## src/rtl/i2s_track_scheduler.sv

```systemverilog
`default_nettype none
// ============================================================================
// Module   : i2s_track_scheduler
// Purpose  : Once per stereo frame (rising edge of ws) polls NUM_TRACKS track
//            sources in index order with a one-cycle ready/valid handshake,
//            sums the accepted samples with signed saturation and presents the
//            mix on tx_data_l/tx_data_r. Tracks per-track underruns and late
//            frame starts as sticky status.
// Options  : UNDERRUN_HOLD_EN - when defined, an underrunning enabled track
//            repeats its last accepted sample instead of contributing silence.
// Revision : 1.0 - initial release
// ============================================================================
module i2s_track_scheduler #(
  parameter int WIDTH      = 16,
  parameter int NUM_TRACKS = 4
) (
  input  logic                          mclk,
  input  logic                          rst,
  input  logic                          ws,
  input  logic [NUM_TRACKS-1:0]         trk_enable,
  input  logic [NUM_TRACKS-1:0]         trk_valid,
  input  logic [NUM_TRACKS*WIDTH-1:0]   trk_data_l,
  input  logic [NUM_TRACKS*WIDTH-1:0]   trk_data_r,
  output logic [NUM_TRACKS-1:0]         trk_ready,
  input  logic                          clr_status,
  output logic [WIDTH-1:0]              tx_data_l,
  output logic [WIDTH-1:0]              tx_data_r,
  output logic                          frame_done,
  output logic                          busy,
  output logic [NUM_TRACKS-1:0]         underrun,
  output logic                          frame_overrun
);

  localparam int c_idx_w = (NUM_TRACKS > 1) ? $clog2(NUM_TRACKS) : 1;
  // One guard bit beyond the worst-case growth of the sum.
  localparam int c_acc_w = WIDTH + $clog2(NUM_TRACKS) + 1;
  localparam logic [c_idx_w-1:0] c_last_idx = c_idx_w'(NUM_TRACKS - 1);
  localparam logic [c_idx_w-1:0] c_idx_one  = c_idx_w'(1);
  localparam logic signed [c_acc_w-1:0] c_sat_max =
    {{(c_acc_w-WIDTH+1){1'b0}}, {(WIDTH-1){1'b1}}};
  localparam logic signed [c_acc_w-1:0] c_sat_min =
    {{(c_acc_w-WIDTH+1){1'b1}}, {(WIDTH-1){1'b0}}};

  typedef enum logic [1:0] {
    S_IDLE   = 2'd0,
    S_FETCH  = 2'd1,
    S_COMMIT = 2'd2
  } state_t;

  state_t                      r_state;
  state_t                      w_state_nxt;
  logic [c_idx_w-1:0]          r_idx;
  logic [c_idx_w-1:0]          w_idx_nxt;
  logic [NUM_TRACKS-1:0]       w_ready;

  logic                        r_ws_q;
  logic                        r_ws_armed;
  logic                        w_frame_start;

  logic signed [WIDTH-1:0]     w_trk_l [NUM_TRACKS];
  logic signed [WIDTH-1:0]     w_trk_r [NUM_TRACKS];
  logic signed [WIDTH-1:0]     w_cur_l;
  logic signed [WIDTH-1:0]     w_cur_r;
  logic                        w_fetch;
  logic                        w_take;
  logic                        w_miss;
  logic signed [WIDTH-1:0]     w_add_l;
  logic signed [WIDTH-1:0]     w_add_r;
  logic [NUM_TRACKS-1:0]       w_urun_set;

  logic signed [c_acc_w-1:0]   r_acc_l;
  logic signed [c_acc_w-1:0]   r_acc_r;
  logic [WIDTH-1:0]            r_tx_l;
  logic [WIDTH-1:0]            r_tx_r;
  logic                        r_frame_done;
  logic [NUM_TRACKS-1:0]       r_underrun;
  logic                        r_overrun;

  // Split the packed sample buses into per-track words.
  for (genvar g = 0; g < NUM_TRACKS; g++) begin : g_unpack
    assign w_trk_l[g] = trk_data_l[g*WIDTH +: WIDTH];
    assign w_trk_r[g] = trk_data_r[g*WIDTH +: WIDTH];
  end

  // A ws already high when reset releases must go low before it can start a
  // frame, so the edge detector is armed only after ws has been seen low.
  assign w_frame_start = ws & ~r_ws_q & r_ws_armed;
  assign busy          = (r_state != S_IDLE);
  assign w_fetch       = (r_state == S_FETCH);
  assign w_cur_l       = w_trk_l[r_idx];
  assign w_cur_r       = w_trk_r[r_idx];
  assign w_take        = w_fetch & trk_enable[r_idx] & trk_valid[r_idx];
  assign w_miss        = w_fetch & trk_enable[r_idx] & ~trk_valid[r_idx];

  assign trk_ready     = w_ready;
  assign tx_data_l     = r_tx_l;
  assign tx_data_r     = r_tx_r;
  assign frame_done    = r_frame_done;
  assign underrun      = r_underrun;
  assign frame_overrun = r_overrun;

  function automatic logic [WIDTH-1:0] f_sat(input logic signed [c_acc_w-1:0] a);
    if (a > c_sat_max) begin
      return c_sat_max[WIDTH-1:0];
    end else if (a < c_sat_min) begin
      return c_sat_min[WIDTH-1:0];
    end
    return a[WIDTH-1:0];
  endfunction

  // Word-select edge detector and its post-reset arming flag.
  always_ff @(posedge mclk) begin
    if (rst) begin
      r_ws_q     <= 1'b0;
      r_ws_armed <= 1'b0;
    end else begin
      r_ws_q <= ws;
      if (!ws) begin
        r_ws_armed <= 1'b1;
      end
    end
  end

  // FSM state and poll index registers.
  always_ff @(posedge mclk) begin
    if (rst) begin
      r_state <= S_IDLE;
      r_idx   <= '0;
    end else begin
      r_state <= w_state_nxt;
      r_idx   <= w_idx_nxt;
    end
  end

  // Next-state logic and the one-hot poll strobe.
  always_comb begin
    w_state_nxt = r_state;
    w_idx_nxt   = r_idx;
    w_ready     = '0;
    case (r_state)
      S_IDLE: begin
        if (w_frame_start) begin
          w_state_nxt = S_FETCH;
          w_idx_nxt   = '0;
        end
      end
      S_FETCH: begin
        w_ready[r_idx] = trk_enable[r_idx];
        if (r_idx == c_last_idx) begin
          w_state_nxt = S_COMMIT;
          w_idx_nxt   = '0;
        end else begin
          w_idx_nxt = r_idx + c_idx_one;
        end
      end
      S_COMMIT: begin
        w_state_nxt = S_IDLE;
      end
      default: begin
        w_state_nxt = S_IDLE;
        w_idx_nxt   = '0;
      end
    endcase
  end

`ifdef UNDERRUN_HOLD_EN
  logic signed [WIDTH-1:0] r_hold_l [NUM_TRACKS];
  logic signed [WIDTH-1:0] r_hold_r [NUM_TRACKS];

  // Remember each track's last accepted sample for underrun concealment.
  always_ff @(posedge mclk) begin
    if (rst) begin
      for (int i = 0; i < NUM_TRACKS; i++) begin
        r_hold_l[i] <= '0;
        r_hold_r[i] <= '0;
      end
    end else if (w_take) begin
      r_hold_l[r_idx] <= w_cur_l;
      r_hold_r[r_idx] <= w_cur_r;
    end
  end

  // Contribution of the polled track: fresh sample, held sample or silence.
  always_comb begin
    w_add_l = '0;
    w_add_r = '0;
    if (w_take) begin
      w_add_l = w_cur_l;
      w_add_r = w_cur_r;
    end else if (w_miss) begin
      w_add_l = r_hold_l[r_idx];
      w_add_r = r_hold_r[r_idx];
    end
  end
`else
  // Contribution of the polled track: fresh sample or silence.
  always_comb begin
    w_add_l = '0;
    w_add_r = '0;
    if (w_take) begin
      w_add_l = w_cur_l;
      w_add_r = w_cur_r;
    end
  end
`endif

  // Underrun event for the track currently being polled.
  always_comb begin
    w_urun_set = '0;
    if (w_miss) begin
      w_urun_set[r_idx] = 1'b1;
    end
  end

  // Mix accumulation, saturating commit and completion pulse.
  always_ff @(posedge mclk) begin
    if (rst) begin
      r_acc_l      <= '0;
      r_acc_r      <= '0;
      r_tx_l       <= '0;
      r_tx_r       <= '0;
      r_frame_done <= 1'b0;
    end else begin
      r_frame_done <= (r_state == S_COMMIT);
      case (r_state)
        S_FETCH: begin
          r_acc_l <= r_acc_l + {{(c_acc_w-WIDTH){w_add_l[WIDTH-1]}}, w_add_l};
          r_acc_r <= r_acc_r + {{(c_acc_w-WIDTH){w_add_r[WIDTH-1]}}, w_add_r};
        end
        S_COMMIT: begin
          r_tx_l <= f_sat(r_acc_l);
          r_tx_r <= f_sat(r_acc_r);
        end
        default: begin
          r_acc_l <= '0;
          r_acc_r <= '0;
        end
      endcase
    end
  end

  // Sticky status; a new event in the same cycle as a clear survives it.
  always_ff @(posedge mclk) begin
    if (rst) begin
      r_underrun <= '0;
      r_overrun  <= 1'b0;
    end else begin
      r_underrun <= (clr_status ? '0 : r_underrun) | w_urun_set;
      r_overrun  <= (clr_status ? 1'b0 : r_overrun) | (w_frame_start & busy);
    end
  end

endmodule
`default_nettype wire

```

## config.mk

```make
export PLATFORM = sky130hd
export DESIGN_NAME = i2s_track_scheduler
export DESIGN_NICKNAME = d
export VERILOG_FILES = /design/src/rtl/i2s_track_scheduler.sv
export SDC_FILE = /design/constraint.sdc
export NUM_CORES = 1
export LEC_CHECK = 0
export ABC_AREA = 1
export CAP_MARGIN = 5
export CELL_PAD_IN_SITES_DETAIL_PLACEMENT = 0
export CELL_PAD_IN_SITES_GLOBAL_PLACEMENT = 1
export CORE_ASPECT_RATIO = 1.1
export CORE_MARGIN = 4
export CORE_UTILIZATION = 36
export CTS_BUF_LIST = sky130_fd_sc_hd__clkbuf_2
export DETAILED_ROUTE_END_ITERATION = 10
export GPL_TIMING_DRIVEN = 0
export PLACE_DENSITY_LB_ADDON = 0.1
export SETUP_SLACK_MARGIN = 0.3
export SKIP_CTS_REPAIR_TIMING = 1
export SYNTH_ARGS = -nofsm -noshare
export SYNTH_HDL_FRONTEND = slang
export SYNTH_SLANG_ARGS = --single-unit
```

## constraint.sdc

```tcl
create_clock -name mclk -period 7.52 [get_ports mclk]
set_input_delay 1.504 -clock mclk [delete_from_list [all_inputs] [get_ports mclk]]
set_output_delay 1.504 -clock mclk [all_outputs]
set_load 0.05 [all_outputs]
```

* Word level (Yosys, flattened, before mapping)
Cells that the tools add are included.
Word-level totals: output and inout port bits 43, register bits after elaboration 82, input port bits 140, word-level logic and storage cells 84
Operators by class: $add $sub $neg 3, equality and inequality tests 5, magnitude comparators 7, reduce and logical (&&, ||, !) cells 5, bitwise logic cells 13, muxes and demuxes 40
Operator list (number):
- $mux 16 | 12
- $pmux 19 s2 | 2
- $bmux 16 s2 | 2
- $add 19x19->19 | 2
- $gt 19x16->1 const B | 2
- $lt 19x16->1 const B | 2
- $mux 1 | 12
- $mux 4 | 3
- $mux 2 | 4
- $and 1x1->1 | 6
- $pmux 2 s3 | 1
- $and 4x4->4 | 1
- $bmux 1 s2 | 2
- $eq 2x2->1 const B | 2
- $or 4x4->4 | 1
- $pmux 2 s2 | 1
- $reduce_and 2->1 | 2
- $ge 3x3->1 const B | 1
- $lt 2x3->1 const B | 1
- $not 1->1 | 3
- $not 2->3 | 1
- $add 2x1->2 const B | 1
- $demux 1 s2 | 1
- $eq 2x1->1 const B | 1
- 7 further kinds | 7

* Depth between registers and ports, before layout
word-level depth 7, depth in mapped cells 24

* Worst setup path after synthesis
OpenSTA, ideal clock, no wires.
kind input to output, start point input trk_enable[1], end point output trk_ready[0], slack 3.517 ns, stages on the path 6, data arrival time 2.499 ns, required time 6.016 ns, path buffers 0, cell sequence inv_1 > nand2_1 > nand3_1 > nand2_2 > nand2_4 > nor2_1
Between the ends: cells in the longest elaborated chain, start to end 4
Ends and longest elaborated chain:
- from (decl) | line 20 | input logic [NUM_TRACKS-1:0] trk_enable,
- $bmux 1 s2 | line 148 | w_ready[r_idx] = trk_enable[r_idx];
- $mux 1 (not written as such) | line 148
- $and 4x4->4 (no source line)
- $mux 4 | line 140 | case (r_state)
- to (decl) | line 24 | output logic [NUM_TRACKS-1:0] trk_ready,
No other way between the ends. The select of a mux whose other input is x is not followed.

* Worst setup path after layout
start point input trk_enable[3], end point output trk_ready[3]
The elaborated chain is that of the path after synthesis.

==> reports/results.tsv <==
metric	value	unit
ys_ff_latch	82	
vdd_ir_drop_max	0.0000537	V
h-tree-depth	3	
use_met1	28.4	%
hold_path.class	reg2reg	
status	finished, final reports clean	
grt_pass1_vias	6624	
cts_sinks	82	
wl_per_cell	17.1	µm
dpl_worst_slack	2.70	ns
min_period_over_period	64.0	%
yosys_warnings	0	
initial_core_util	37.2	%
antenna_found_initial	1	
drv_slew	0	
cp_data_required_time	6.02	ns
routed_wl	23600	µm
crit_chain	clkdlybuf4s50_1 > inv_1 > nand2_1 > nand3_1 > nand2_2 > nand2_4 > nor2_1 > clkdlybuf4s50_1	
clockBufferDepth	2	
holdPathStages	2	
p_leak	3.68	nW
vias_per_cell	5.06	
finalSetupViolations	0	
powerDensity	107	nW/µm²
synth_nets	1159	
finalCriticalPeriod	4.81	ns
critPathKind	in2out	
grt_max_degree	18	
nNetsFinal	1351	
r2r_cells	17	
r2r_slack	4.27	ns
arrival	3.31	ns
finalWeightedCongestion	0.955	
max_stage_delay	0.83	ns
fin_ws	2.71	ns
cp_slowest_cell	clkdlybuf4s50_1	
whs	0.477	ns
synth_seq_area_share	26.7	%
io_pins	183	
core-area	16600	µm²
tightest_slew	0.650	ns
clkLatencyLatePin	0.61	ns
placed_area	8220	µm²
met2_usage	43.0	%
dieArea	19300	µm²
crit_path_end_kind	output pin	
rows	49	
clkTransAtPathRegs	0.23	ns
grt_pass1_wl	36100	µm
grt_use_total	23.8	%
clock-root-buffer	clkbuf_2	
grt_use_met3	3.67	%
crit_fanout	6	
final_cell_area	8360	µm²
hold_violations	0	
drive_gt1_share	7.33	%
drc	0	
grt.overflow.total	0	
cts_tree	built	
finClkSkew	0.0486	ns
drtPass1Iterations	5	
max_clock_freq	208	MHz
portBuffers	181	
die_x	133	µm
ys_types	40	
drt-initial-drc-count	340	
start_kind	primary input	
crit_top_cell	clkdlybuf4s50_1	
maxCapViolations	0	
power.total	0.000897	W
synthCells	977	
busiest_layer	met2	
fin_setup_tns	0	ns
postSynthAreaPerCell	6.30	µm²
final_antenna_net_count	0	
grt_setup_unrepaired	no	
slew_headroom	56.7	%
area_growth	35.9	%
synthesis.area	6150	µm²
vias	6985	
hpwlAfterDp	19200	µm
die_h	145	µm
cts_buffers	9	
[per-layer routing]
layer | up-vias | wire length [µm] | share of wire [%]
met4 | 0 | 760 | 3.2
met5 | - | 0 | 0
li1 | 3620 | - | -
met1 | 3177 | 10100 | 43
met2 | 151 | 12000 | 51
met3 | 37 | 792 | 3.4
[synthesized netlist by cell type (all sizes together)]
master / count / area (µm²)
or2: 4 / 25.0
o21bai: 3 / 22.5
a32o: 2 / 20.0
a21boi: 1 / 7.51
xnor2: 9 / 78.8
dfxtp: 82 / 1640
nand2: 214 / 821
nand3: 58 / 300
nor2: 193 / 751
a21oi: 107 / 648
and2: 1 / 6.26
nor3b: 1 / 7.51
a22o: 4 / 35.0
o22ai: 4 / 25.0
nor4: 3 / 18.8
buf: 24 / 148
nor3: 3 / 15.0
inv: 66 / 250
a21o: 3 / 22.5
clkbuf: 18 / 67.6
o21ai: 122 / 611
clkinv: 2 / 7.51
xor2: 3 / 26.3
o211ai: 2 / 15.0
fa: 2 / 40.0
ha: 40 / 500
nand4: 2 / 12.5
nand3b: 4 / 30.0
[report_power, final]
group,internal [W],switching (W),leakage [nW]
clock network,0.0000864,0.000193,0.0811
registers,0.000438,0.00000137,0.661
logic,0.0000932,0.0000845,2.94
[worst max-delay path: cells and delay by family]
kind                   cells  cell delay, ns
and+or+nand+nor            5            0.48
buffers and inverters      3            1.32
[sequential cells by signal, indices dropped and copies added, names as in the netlist, 2 cells and up]
name,count
r_acc_r,19
r_state,2
tx_data_l,16
tx_data_r,16
r_idx,2
r_acc_l,19
underrun,4
[area by class of cell]
cell class / count / area, µm²
fill: 1780 / 8190
antenna: 3 / 7.51
buffer: 42 / 215
sequential: 82 / 1640
inverter: 68 / 258
multi-input combinational: 785 / 4040
timing repair buffer: 181 / 1810
tap: 204 / 255
clock buffer: 9 / 45.0
clock inverter: 7 / 90.1
[worst paths after layout]
kind / start / to
max: trk_enable[3] / trk_ready[3]
min: r_ws_armed / r_ws_armed
max reg2reg: r_idx[0] / r_acc_l[16]
min reg2reg: r_ws_armed / r_ws_armed
[kinds of logic after synthesis]
group	share of synthesized area, %
XOR/XNOR	1.71
adder cells (fa/ha/maj)	8.78
AND/OR/NAND/NOR	32.3
AO/OA/AOI/OAI	22.9
flip-flops	26.7
buffers and inverters	7.69
[stage by stage]
stage | cells | util (%)
finish | 1381 | 50.5
global route | 1380 | 50.5
CTS | 1378 | 50.5
detailed placement | 1362 | 49.7
global placement | 1362 | 49.7
floorplan | 977 | -
[placed cells by master, fill, tap and decap left out, types with 4 or more instances in the layout]
cell / Yosys / final
o22ai_1: 4 / 4
nor2_1: 190 / 190
buf_6: 5 / 5
nand2_1: 209 / 209
a22o_1: 4 / 4
nand3b_1: 4 / 4
a21oi_2: 30 / 30
inv_1: 61 / 61
buf_2: 16 / 16
o21ai_0: 119 / 119
clkbuf_1: 18 / 18
clkbuf_2: 0 / 9
dfxtp_1: 82 / 82
ha_1: 40 / 40
inv_6: 0 / 5
inv_2: 4 / 4
or2_2: 4 / 4
nand3_1: 56 / 56
xnor2_1: 9 / 9
a21oi_1: 77 / 77
clkdlybuf4s50_1: 0 / 181
nand2_2: 4 / 4
(Power assumes the default switching activity.)
